## config.mk

```make
export PLATFORM = sky130hd
export DESIGN_NAME = vector_sequencer
export DESIGN_NICKNAME = d
export VERILOG_FILES = /design/src/rtl/vector_sequencer.sv
export SDC_FILE = /design/constraint.sdc
export NUM_CORES = 1
export LEC_CHECK = 0
export ABC_AREA = 1
export CAP_MARGIN = 20
export CELL_PAD_IN_SITES_DETAIL_PLACEMENT = 0
export CELL_PAD_IN_SITES_GLOBAL_PLACEMENT = 1
export CORE_AREA = 2 2 338 340
export CTS_CLUSTER_DIAMETER = 100
export DETAILED_ROUTE_END_ITERATION = 16
export DIE_AREA = 0 0 340 342
export GPL_TIMING_DRIVEN = 0
export HOLD_SLACK_MARGIN = 0.15
export PLACE_DENSITY_LB_ADDON = 0.1
export SLEW_MARGIN = 20
export SYNTH_ARGS = -nofsm -noshare
export SYNTH_HDL_FRONTEND = slang
export SYNTH_SLANG_ARGS = --single-unit
```

## constraint.sdc

```tcl
create_clock -name clock -period 13.1 [get_ports clock]
set_input_delay 2.62 -clock clock [delete_from_list [all_inputs] [get_ports clock]]
set_output_delay 2.62 -clock clock [all_outputs]
set_load 0.01 [all_outputs]
```

## src/rtl/vector_sequencer.sv

```systemverilog
`default_nettype none
// ============================================================================
// Module   : vector_sequencer
// Purpose  : Host-side test-vector sequencer. Accepts vectors from a
//            valid/ready stream, writes {stim, cycles, mode} into the
//            stimulus FIFO, reads {result, cycle_count, timeout} back from
//            the result FIFO, compares each result against the expected
//            value queued for it and keeps pass/fail/timeout statistics
//            plus a first-failure capture.
// Ports    : clock, reset_n (async, active-low), start
//            vec_* : host vector stream (valid/ready)
//            sfifo_*: stimulus FIFO write side
//            rfifo_*: result FIFO read side (normal mode, 1-cycle latency)
//            busy/done, pass/fail/timeout counts, first_fail_*, underflow
// Revision : 1.0 - initial release
// ============================================================================
module vector_sequencer #(
  parameter int STF_WIDTH   = 24,
  parameter int RTF_WIDTH   = 24,
  parameter int CYCLE_RANGE = 5,
  parameter int EXP_DEPTH   = 16,
  parameter int EXP_AW      = 4
) (
  input  logic                             clock,
  input  logic                             reset_n,
  input  logic                             start,
  input  logic                             vec_valid,
  output logic                             vec_ready,
  input  logic [STF_WIDTH-1:0]             vec_stim,
  input  logic [CYCLE_RANGE-1:0]           vec_cycles,
  input  logic                             vec_mode,
  input  logic [RTF_WIDTH-1:0]             vec_expected,
  input  logic [RTF_WIDTH-1:0]             vec_mask,
  input  logic                             vec_last,
  output logic [STF_WIDTH+CYCLE_RANGE:0]   sfifo_data,
  output logic                             sfifo_wrreq,
  input  logic                             sfifo_wrfull,
  input  logic [RTF_WIDTH+CYCLE_RANGE:0]   rfifo_data,
  output logic                             rfifo_rdreq,
  input  logic                             rfifo_rdempty,
  output logic                             busy,
  output logic                             done,
  output logic [15:0]                      pass_count,
  output logic [15:0]                      fail_count,
  output logic [15:0]                      timeout_count,
  output logic                             first_fail_valid,
  output logic [15:0]                      first_fail_idx,
  output logic [RTF_WIDTH-1:0]             first_fail_result,
  output logic                             underflow
);

  typedef enum logic [1:0] {
    S_IDLE  = 2'd0,
    S_RUN   = 2'd1,
    S_DRAIN = 2'd2,
    S_DONE  = 2'd3
  } state_t;

  localparam logic [EXP_AW:0] c_exp_depth = (EXP_AW+1)'(EXP_DEPTH);

  state_t                   r_state;
  logic                     r_busy;
  logic                     r_done;
  logic                     r_rd_pending;
  logic [15:0]              r_issued;
  logic [15:0]              r_retired;
  logic [15:0]              r_pass;
  logic [15:0]              r_fail;
  logic [15:0]              r_timeout;
  logic                     r_ff_valid;
  logic [15:0]              r_ff_idx;
  logic [RTF_WIDTH-1:0]     r_ff_result;
  logic                     r_underflow;

  // Expected queue: {expected, mask}. Pointers carry one extra wrap bit so
  // full and empty are distinguishable.
  logic [2*RTF_WIDTH-1:0]   r_exp_mem [EXP_DEPTH];
  logic [EXP_AW:0]          r_wptr;
  logic [EXP_AW:0]          r_rptr;

  logic                     w_run;
  logic                     w_active;
  logic                     w_exp_full;
  logic                     w_exp_empty;
  logic                     w_accept;
  logic                     w_start_take;
  logic [2*RTF_WIDTH-1:0]   w_head;
  logic [RTF_WIDTH-1:0]     w_head_exp;
  logic [RTF_WIDTH-1:0]     w_head_mask;
  logic [RTF_WIDTH-1:0]     w_result;
  logic                     w_timeout;
  logic [RTF_WIDTH-1:0]     w_mismatch;
  logic                     w_pass;
  logic [CYCLE_RANGE-1:0]   w_unused_cycles;

  function automatic logic [15:0] sat_inc(input logic [15:0] v);
    return (v == 16'hFFFF) ? v : v + 16'd1;
  endfunction

  assign w_run        = (r_state == S_RUN);
  assign w_active     = (r_state == S_RUN) || (r_state == S_DRAIN);
  assign w_exp_full   = ((r_wptr - r_rptr) == c_exp_depth);
  assign w_exp_empty  = (r_wptr == r_rptr);
  assign w_start_take = start && ((r_state == S_IDLE) || (r_state == S_DONE));

  assign vec_ready    = w_run && !sfifo_wrfull && !w_exp_full;
  assign w_accept     = vec_valid && vec_ready;
  assign sfifo_wrreq  = w_accept;
  assign sfifo_data   = {vec_stim, vec_cycles, vec_mode};
  assign rfifo_rdreq  = w_active && !rfifo_rdempty;

  assign w_head       = r_exp_mem[r_rptr[EXP_AW-1:0]];
  assign w_head_exp   = w_head[2*RTF_WIDTH-1:RTF_WIDTH];
  assign w_head_mask  = w_head[RTF_WIDTH-1:0];

  // The cycle_count field only matters to the host, not to the compare.
  assign w_result        = rfifo_data[RTF_WIDTH+CYCLE_RANGE:CYCLE_RANGE+1];
  assign w_unused_cycles = rfifo_data[CYCLE_RANGE:1];
  assign w_timeout       = rfifo_data[0];
  assign w_mismatch      = (w_result ^ w_head_exp) & w_head_mask;
  assign w_pass          = (w_mismatch == '0) && !w_timeout;

  assign busy              = r_busy;
  assign done              = r_done;
  assign pass_count        = r_pass;
  assign fail_count        = r_fail;
  assign timeout_count     = r_timeout;
  assign first_fail_valid  = r_ff_valid;
  assign first_fail_idx    = r_ff_idx;
  assign first_fail_result = r_ff_result;
  assign underflow         = r_underflow;

  // Queue storage needs no reset: the pointers define what is valid.
  always_ff @(posedge clock) begin
    if (w_accept) begin
      r_exp_mem[r_wptr[EXP_AW-1:0]] <= {vec_expected, vec_mask};
    end
  end

  always_ff @(posedge clock or negedge reset_n) begin
    if (!reset_n) begin
      r_state      <= S_IDLE;
      r_busy       <= 1'b0;
      r_done       <= 1'b0;
      r_rd_pending <= 1'b0;
      r_issued     <= '0;
      r_retired    <= '0;
      r_pass       <= '0;
      r_fail       <= '0;
      r_timeout    <= '0;
      r_ff_valid   <= 1'b0;
      r_ff_idx     <= '0;
      r_ff_result  <= '0;
      r_underflow  <= 1'b0;
      r_wptr       <= '0;
      r_rptr       <= '0;
    end else begin
      // Result FIFO is normal mode: data is on rfifo_data one cycle after rdreq.
      r_rd_pending <= rfifo_rdreq;

      if (w_start_take) begin
        r_state     <= S_RUN;
        r_busy      <= 1'b1;
        r_done      <= 1'b0;
        r_issued    <= '0;
        r_retired   <= '0;
        r_pass      <= '0;
        r_fail      <= '0;
        r_timeout   <= '0;
        r_ff_valid  <= 1'b0;
        r_ff_idx    <= '0;
        r_ff_result <= '0;
        r_underflow <= 1'b0;
        r_wptr      <= '0;
        r_rptr      <= '0;
      end else begin
        if (w_accept) begin
          r_wptr   <= r_wptr + 1'b1;
          r_issued <= r_issued + 16'd1;
        end

        if (r_rd_pending) begin
          if (w_exp_empty) begin
            // Result with nothing to compare against: flag and drop it.
            r_underflow <= 1'b1;
          end else begin
            r_rptr    <= r_rptr + 1'b1;
            r_retired <= r_retired + 16'd1;
            if (w_pass) begin
              r_pass <= sat_inc(r_pass);
            end else begin
              r_fail <= sat_inc(r_fail);
              if (!r_ff_valid) begin
                r_ff_valid  <= 1'b1;
                r_ff_idx    <= r_retired;
                r_ff_result <= w_result;
              end
            end
            if (w_timeout) begin
              r_timeout <= sat_inc(r_timeout);
            end
          end
        end

        case (r_state)
          S_RUN: begin
            if (w_accept && vec_last) begin
              r_state <= S_DRAIN;
            end
          end
          S_DRAIN: begin
            if ((r_retired == r_issued) && !r_rd_pending) begin
              r_state <= S_DONE;
              r_busy  <= 1'b0;
              r_done  <= 1'b1;
            end
          end
          default: begin
          end
        endcase
      end
    end
  end

endmodule
`default_nettype wire

```

Word level (Yosys, flattened, before mapping)
Memory sizes are Yosys's and may differ from the RTL's.
Index checks and enable logic that the tools add are counted.
{"block": "totals", "memories": 1, "output_inout_bits": 125, "word_cells": 131, "ram_bits": 768, "ff_bits": 137, "inputBits": 115}
{"block": "classes", "reduce_logical": 34, "muxes": 54, "bitwise": 2, "addsub": 8, "n_eq_ne": 17}
{"memory": "r_exp_mem", "depth": 16, "width": 48, "read_ports": 1, "rd_clocked_by_memory_dff": 0, "wr": 1, "line": "77", "text": "logic [2*RTF_WIDTH-1:0] r_exp_mem [EXP_DEPTH];"}
{"operator": "16-bit 2-to-1 mux", "n": 25}
{"operator": "24-bit 2-to-1 mux", "n": 5}
{"operator": "16-bit by 1-bit adder with 16-bit output (second input constant)", "n": 5}
{"operator": "16-bit == test (second input constant)", "n": 3}
{"operator": "5-bit 2-to-1 mux", "n": 5}
{"operator": "24-bit bitwise AND", "n": 1}
{"operator": "24-bit zero test", "n": 1}
{"operator": "24-bit XOR", "n": 1}
{"operator": "16-bit == test", "n": 1}
{"operator": "4-bit AND reduction", "n": 4}
{"operator": "1-bit 2-to-1 mux", "n": 15}
{"operator": "2-bit nonzero test", "n": 7}
{"operator": "5-bit by 1-bit adder with 5-bit output (second input constant)", "n": 2}
{"operator": "1-bit logical AND", "n": 8}
{"operator": "2-bit inequality test (second input constant)", "n": 4}
{"operator": "2-bit 2-to-1 mux", "n": 3}
{"operator": "2-bit AND reduction", "n": 3}
{"operator": "3-bit AND reduction", "n": 2}
{"operator": "5-bit == test", "n": 1}
{"operator": "5-bit == test (second input constant)", "n": 1}
{"operator": "1-bit zero test", "n": 5}
{"operator": "5-bit subtractor", "n": 1}
{"operator": "2-bit == test (second input constant)", "n": 2}
{"operator": "2-bit by 1-bit inequality test with 1-bit output (second input constant)", "n": 2}
{"operator": "7 further kinds", "n": 8}

Depth between registers and ports, before layout
Gate-level depths: netlist of run 1.
{"block": "depth", "depth_word": 9, "ltp_mapped": 21}

Worst setup path before layout of run 1
Ideal clock, no wire load.
{"block": "synth_path", "path_type": "input to register", "start": "in sfifo_wrfull", "end": "mem r_exp_mem[0][0] (netlist name) (enable)", "t_required_ns": 12.646, "setup_time_ns": 0.454, "stages": 6, "arrival_ns": 5.533, "path_slack_ns": 7.113, "path_buffers": 1, "path_cell_list": "nor2_1 > nand2_1 > inv_1 > clkbuf_1 > nand2_1 > nor2_1"}
{"block": "synth_between", "elab_chain_cells": 6}
{"item": "from (decl)", "line": "37", "text": "input logic sfifo_wrfull,"}
{"item": "1-bit zero test", "line": "106", "text": "assign vec_ready = w_run && !sfifo_wrfull && !w_exp_full;"}
{"item": "1-bit logical AND (2 in series)", "line": "106"}
{"item": "1-bit logical AND", "line": "107", "text": "assign w_accept = vec_valid && vec_ready;"}
{"item": "net sfifo_wrreq", "line": "36", "text": "output logic sfifo_wrreq,"}
{"item": "1-bit 2-to-1 mux", "line": "135", "text": "if (w_accept) begin"}
{"item": "1-bit 2-to-1 mux (implied by the code)", "line": "136", "text": "r_exp_mem[r_wptr[EXP_AW-1:0]] <= {vec_expected, vec_mask};"}
{"item": "to (decl)", "line": "77"}
The timed path passes the listed nets, and every way through them passes these cells.

Worst setup path in the final report of run 1
{"block": "layout_path", "start": "reg r_rptr[3]", "end": "out sfifo_wrreq"}
{"block": "layout_between", "elab_chain_cells": 5}
{"item": "from (decl)", "line": "79", "text": "logic [EXP_AW:0] r_rptr;"}
{"item": "from (signal assigned)", "line": "187", "text": "r_rptr <= r_rptr + 1'b1;"}
{"item": "5-bit subtractor", "line": "102", "text": "assign w_exp_full = ((r_wptr - r_rptr) == c_exp_depth);"}
{"item": "5-bit == test", "line": "102"}
{"item": "1-bit zero test", "line": "106"}
{"item": "1-bit logical AND", "line": "106"}
{"item": "1-bit logical AND", "line": "107"}
{"item": "to (decl)", "line": "36"}
Every way passes these cells.

==> reports/results.ini, run 1 <==
[run_status]
status=completed

[synth]
synthFlopType=edfxtp_1
avgSynthCellArea_um2=10.63
synth-edff-count=768
syn_area_um2=39160
synth_seq_cells=905
ys_seq_area_share_pct=67.65
synth_nets=3817
synth_warnings=0
ys_types=46
netlist_instances=3685
async_flop_share_pct=15.14

[worst_setup_path]
path_class=reg2out
critical_path_arrival_ns=4.85
cp-start-kind=flip-flop
path_max_fanout=10
startpoint=r_rptr[3]$_DFFE_PN0P_
r2r-start=r_rptr[3]$_DFFE_PN0P_
crit_required_ns=10.48
reg2reg_depth=17
rrSetupSlack_ns=7.70
end_kind=primary output

[route]
drt_pre_antenna_iters=6
wire_per_inst_um=27.28
vias_per_cell=5.140
vias=29030
drc=0
drtIter0Drc=3016
drt-total-wl_um=154100
postRouteAntennaNets=0

[global_routing]
grt_pass1_vias=27250
grt_first_pass_wirelength_um=213600
grt_usage_pct=26.30
grt-ovfl-total=0
grt_max_degree=76
antenna_found_initial=11

[timing]
whs_ns=0.4751
rsz0062_at_grt=false
setup_violations=0
relSlewSlack_pct=18.95
worst_pin_slew_ns=1.216
period_minus_slack_ns=7.475
tns_ns=0
hold_violations=0
fin_crit_sh_pct=57.06
fmax_mhz=133.8
slew_viol_final=0
clock-skew-final_ns=0.02884

[placed_design]
hpwl_um=106800
io_buffers=204
gp_congestion=0.8275

[clock_tree]
cts-resized-gates=0
cts_made_buffers=106
cts_sinks=905
clk_pin_slew_ns=0.06
cts-htree-levels=3
cts_root_buffer=clkbuf_16
clkLatencyLatePin_ns=0.71
clockBufferDepth=3
cts_tree=done
cts_setup_buffers=0
cts_hold_buf=0

[die]
die_x_um=340
boundaryPins=240
die_h_um=342
row_count=124
core-area_um2=113100
start_util_pct=34.62
die_area_um2=116300

[pwr]
p_leak_nw=18.40
power-per-cell-area_nw_per_um2=189.4
power_mw=9.050
ir_worst_vdd_uv=119.3

[worst_hold_path]
min_path_type=reg2reg
hold_start=first_fail_idx[14]$_DFFE_PN0P_
holdPathStages=2

[job]
maxCapViolations=0

[cells_and_area]
finalNetCount=4184
layout_commonest_cell=nand2_1
drive_gt1_share_pct=9.869
final_cell_mix=nand2_1, edfxtp_1, nand3_1
syn_to_final_growth_pct=22.02

-- kinds of logic after synthesis --
kind of cell | after synthesis | share of synthesized area, %
flip-flops | 905 | 67.65
AND/OR/NAND/NOR | 1959 | 21.52
XOR/XNOR | 24 | 0.5368
AO/OA/AOI/OAI | 243 | 3.550
multiplexers | 1 | 0.02876
adder cells (fa/ha/maj) | 17 | 0.5432
buffers and inverters | 536 | 6.170
-- final timing paths --
kind | to
hold reg to reg | first_fail_idx[14]$_DFFE_PN0P_
min in group asynchronous | timeout_count[8]$_DFFE_PN0P_
max in group asynchronous | fail_count[6]$_DFFE_PN0P_
setup reg to reg | r_exp_mem[0][26]$_DFFE_PP_
hold / removal | first_fail_idx[14]$_DFFE_PN0P_
setup / recovery | sfifo_wrreq
-- synth_stat cells, types with 7 or more instances --
cell type | n | area share, %
nand2_1 | 1030 | 9.9
edfxtp_1 | 768 | 59
nand3_1 | 653 | 8.3
inv_1 | 306 | 2.9
nor2_1 | 166 | 1.6
dfrtp_1 | 137 | 8.8
o21ai_0 | 104 | 1.3
buf_2 | 101 | 1.3
a21oi_1 | 51 | 0.65
buf_4 | 49 | 0.94
clkbuf_1 | 43 | 0.41
o211ai_1 | 37 | 0.71
nor3_1 | 33 | 0.42
or2_2 | 26 | 0.42
nand4_1 | 25 | 0.40
o21ai_1 | 21 | 0.27
buf_1 | 19 | 0.18
ha_1 | 17 | 0.54
xor2_1 | 15 | 0.34
buf_6 | 12 | 0.35
xnor2_1 | 9 | 0.20
or2_0 | 7 | 0.11
-- power by group --
group          total (mW)  switching [mW]  internal [mW]
clock                2.80            1.22           1.59
sequential           3.30          0.0740           3.23
combinational        2.95            2.15          0.795
-- critical path, stage by stage (launching register included) --
cell and delay [ns]:
dfrtp_1 0.32, clkbuf_1 0.37, clkinv_1 0.45, clkbuf_1 0.47
ha_1 0.45, nor2_1 0.15, xnor2_1 0.09, nand3_1 0.08
o21ai_0 0.19, nor2_1 0.19, nand2_1 0.18, inv_1 0.11
clkbuf_1 0.44, clkdlybuf4s50_1 0.69
-- sequential cells by signal, summed over array words and instances, names as in the netlist, 2 cells and up --
| name | cells |
|---|---|
| fail_count | 16 |
| first_fail_idx | 16 |
| first_fail_result | 24 |
| pass_count | 16 |
| r_exp_mem | 768 |
| r_issued | 16 |
| r_retired | 16 |
| r_rptr | 5 |
| r_state | 2 |
| r_wptr | 5 |
| timeout_count | 16 |
-- cell type report --
type                    count  area [um2]
clock inverters            41       310.3
inverters                 311        1170
repair buffers            259        3402
fillers                 10950       65330
clock buffers             149        2887
multi-input cells        2244       10370
flip-flops and latches    905       26490
plain buffers             225        1252
well taps                1512        1892
diodes                      2       5.005
-- per-layer routing --
layer	track usage, %	share of wire [%]	vias up
met2	41.36	45	1127
met4	8.628	3.3	6
li1	-	-	13300
met3	5.731	8.1	231
met1	36.16	43	14370
met5	0	0.024	-
-- through the flow --
step                instances  utilization [%]  setup WS [ns]  instance area (um2)
floorplan                3685                -          7.113                39160
finish                   5648            42.24          5.625                47780
global route             5646            42.24          5.265                47770
detailed placement       5456            39.41          5.832                44580
CTS                      5646            42.24          5.392                47770
global placement         5401            38.10          2.711                43090
(Power assumes the default switching activity.)
==> run 2, diff against run 1 <==
- clock period: 13.1 -> 6.1 ns (I/O delays scaled with it)
==> run 2 against run 1 <==
Net effect: setup slack worse by 5.3 ns; cell count barely moved; total power increased by 110%; wire length about the same; die area stayed put; via count about the same; count of clock-buffer cells in the layout unchanged; global-route usage hardly changed; hold slack worse by 0.15 ns; sequential power up 110%; non-clock buffer count down 1; clock power is 120% higher.
==> reports/results.ini, run 2 (same netlist as run 1, synthesis figures left out) <==
[timing]
fin_crit_sh_pct=95.07
setup_violations=0  ; unchanged
slew_viol_final=0  ; unchanged
period_minus_slack_ns=5.799
rsz0062_at_grt=false  ; unchanged
tns_ns=0  ; unchanged
fmax_mhz=172.4
whs_ns=0.3293  ; was 0.4751 ns
clock-skew-final_ns=0.03301  ; was 0.02884 ns
relSlewSlack_pct=21.02  ; was 18.95%
hold_violations=0  ; unchanged
worst_pin_slew_ns=1.185  ; was 1.216 ns
worst_slack_ns=0.3010  ; was 5.625 ns

[clock_tree]
clk_pin_slew_ns=0.06  ; about the same
clockBufferDepth=3  ; unchanged
cts-htree-levels=3  ; unchanged
cts_made_buffers=106  ; unchanged
cts_tree=done  ; unchanged
cts_sinks=905  ; unchanged
clkLatencyLatePin_ns=0.71  ; about the same
cts_setup_buffers=0  ; unchanged
cts_root_buffer=clkbuf_16  ; unchanged

[worst_setup_path]
path_max_fanout=11  ; was 10
slowest_delay_ns=0.59  ; was 0.69 ns
critPathSlowestCell=clkdlybuf4s50_1  ; unchanged
reg2reg_depth=16  ; was 17
r2r-start=r_rptr[3]$_DFFE_PN0P_  ; unchanged
crit_required_ns=4.88  ; was 10.48 ns
worst-path-buf-inv=5  ; was 6
end_kind=primary output  ; unchanged
path_cells=clkbuf_1, clkinv_2, clkbuf_1, ha_1, nor2_1, xnor2_1, nand3_1, o21ai_0, nor2_1, nand2_1, inv_1, clkdlybuf4s50_1  ; was clkbuf_1, clkinv_1, clkbuf_1, ha_1, nor2_1, xnor2_1, nand3_1, o21ai_0, nor2_1, nand2_1, inv_1, clkbuf_1, clkdlybuf4s50_1
reg2reg_to=r_exp_mem[0][26]$_DFFE_PP_  ; unchanged
path_class=reg2out  ; unchanged
cp-start-kind=flip-flop  ; unchanged
critical_path_arrival_ns=4.58  ; was 4.85 ns
crit_family=buffers and inverters  ; unchanged
rrSetupSlack_ns=1.04  ; was 7.70 ns

[placed_design]
dp.cells=5456  ; unchanged
io_buffers=204  ; unchanged
hpwl_um=106800  ; unchanged
dpl-instance-area_um2=44580  ; unchanged
dp_slack_ns=0.4765  ; was 5.832 ns
gp_congestion=0.8275  ; unchanged

[route]
drc=0  ; unchanged
postRouteAntennaNets=0  ; unchanged
drt-total-wl_um=154000  ; was 154,100 um
wire_per_inst_um=27.27  ; was 27.28 um
drtIter0Drc=3026  ; was 3,016
vias=29010  ; was 29,030
drt_pre_antenna_iters=6  ; unchanged
vias_per_cell=5.135  ; was 5.140

[cells_and_area]
syn_to_final_growth_pct=22.03  ; was 22.02%
drive_gt1_share_pct=9.896  ; was 9.869%
largest_register_ffs=768  ; unchanged
final.fill_count=10950  ; about the same
finalNetCount=4183  ; was 4,184
ff_latch_area_um2=26490  ; unchanged
final_cell_mix=nand2_1, edfxtp_1, nand3_1  ; unchanged
layout_commonest_cell=nand2_1  ; unchanged
multi_input_area_um2=10370  ; unchanged
fin_util_pct=42.25  ; was 42.24%
finish.instance_area_um2=47780  ; about the same
final_cells=5649  ; was 5,648

[pwr]
p_leak_nw=18.40  ; about the same
power-per-cell-area_nw_per_um2=406.8  ; was 189.4 nW/um2
ir_worst_vdd_uv=255.9  ; was 119.3 uV
power_mw=19.44  ; was 9.050 mW

[die]
core-area_um2=113100  ; unchanged
start_util_pct=34.62  ; unchanged
boundaryPins=240  ; unchanged
row_count=124  ; unchanged
die_area_um2=116300  ; unchanged
die_h_um=342  ; unchanged
die_x_um=340  ; unchanged

[global_routing]
antenna_found_initial=11  ; unchanged
grt_first_pass_wirelength_um=213600  ; about the same
grt_max_degree=76  ; unchanged
grt_usage_pct=26.30  ; about the same
grt_pass1_vias=27250  ; about the same
grt-ovfl-total=0  ; unchanged

[run_status]
status=completed  ; unchanged

[job]
maxCapViolations=0  ; unchanged

[worst_hold_path]
min_path_type=in2async  ; was reg2reg

-- run 2: cell count changes in the layout (fill, tap and decap cells not counted) --
| cell | previous run | this run |
|---|---|---|
| clkinv_2 | 12 | 13 |
| buf_2 | 102 | 101 |
| diode_2 | 2 | 4 |
| clkbuf_1 | 77 | 76 |
| buf_4 | 49 | 50 |
| clkinv_1 | 21 | 20 |
-- run 2: layout make-up --
class,instances,share of cell area (%)
buffer,224,2.618
multi-input combinational,2244,21.70
sequential,905,55.44
clock buffer,149,6.041
tap,1512,3.959
inverter,311,2.451
timing repair buffer,259,7.120
clock inverter,41,0.6494
antenna,4,0.02095
-- run 2: power by group --
part	total (mW)	internal (mW)	switching, mW
clock network	6.02	3.41	2.61
logic	6.33	1.71	4.62
registers	7.09	6.93	0.159
-- run 2: how the worst max path moves through the flow --
stage,from,to,slack [ns],cells past startpoint
after floorplan,r_rptr[2]$_DFFE_PN0P_,r_exp_mem[0][0]$_DFFE_PP_,1.17,15
final,r_rptr[3]$_DFFE_PN0P_,sfifo_wrreq,0.30,12
after detailed placement,r_rptr[3]$_DFFE_PN0P_,r_exp_mem[0][32]$_DFFE_PP_,0.48,17
after CTS,r_rptr[3]$_DFFE_PN0P_,sfifo_wrreq,0.12,12
after global routing,r_rptr[3]$_DFFE_PN0P_,sfifo_wrreq,0.05,12
after global placement,r_rptr[3]$_DFFE_PN0P_,r_exp_mem[10][26]$_DFFE_PP_,-3.96,14
-- run 2: what timing repair did --
action	in CTS	in global routing
hold endpoints to repair	0	0
hold buffers	0	0
endpoints found under the setup margin	1	0
gates resized for setup	2	0
-- run 2: routing by layer --
metal	GRT usage (%)	part of all wire, %
met1	36.15	44
met2	41.37	45
met3	5.731	7.9
met4	8.628	3.3
met5	0	0.024
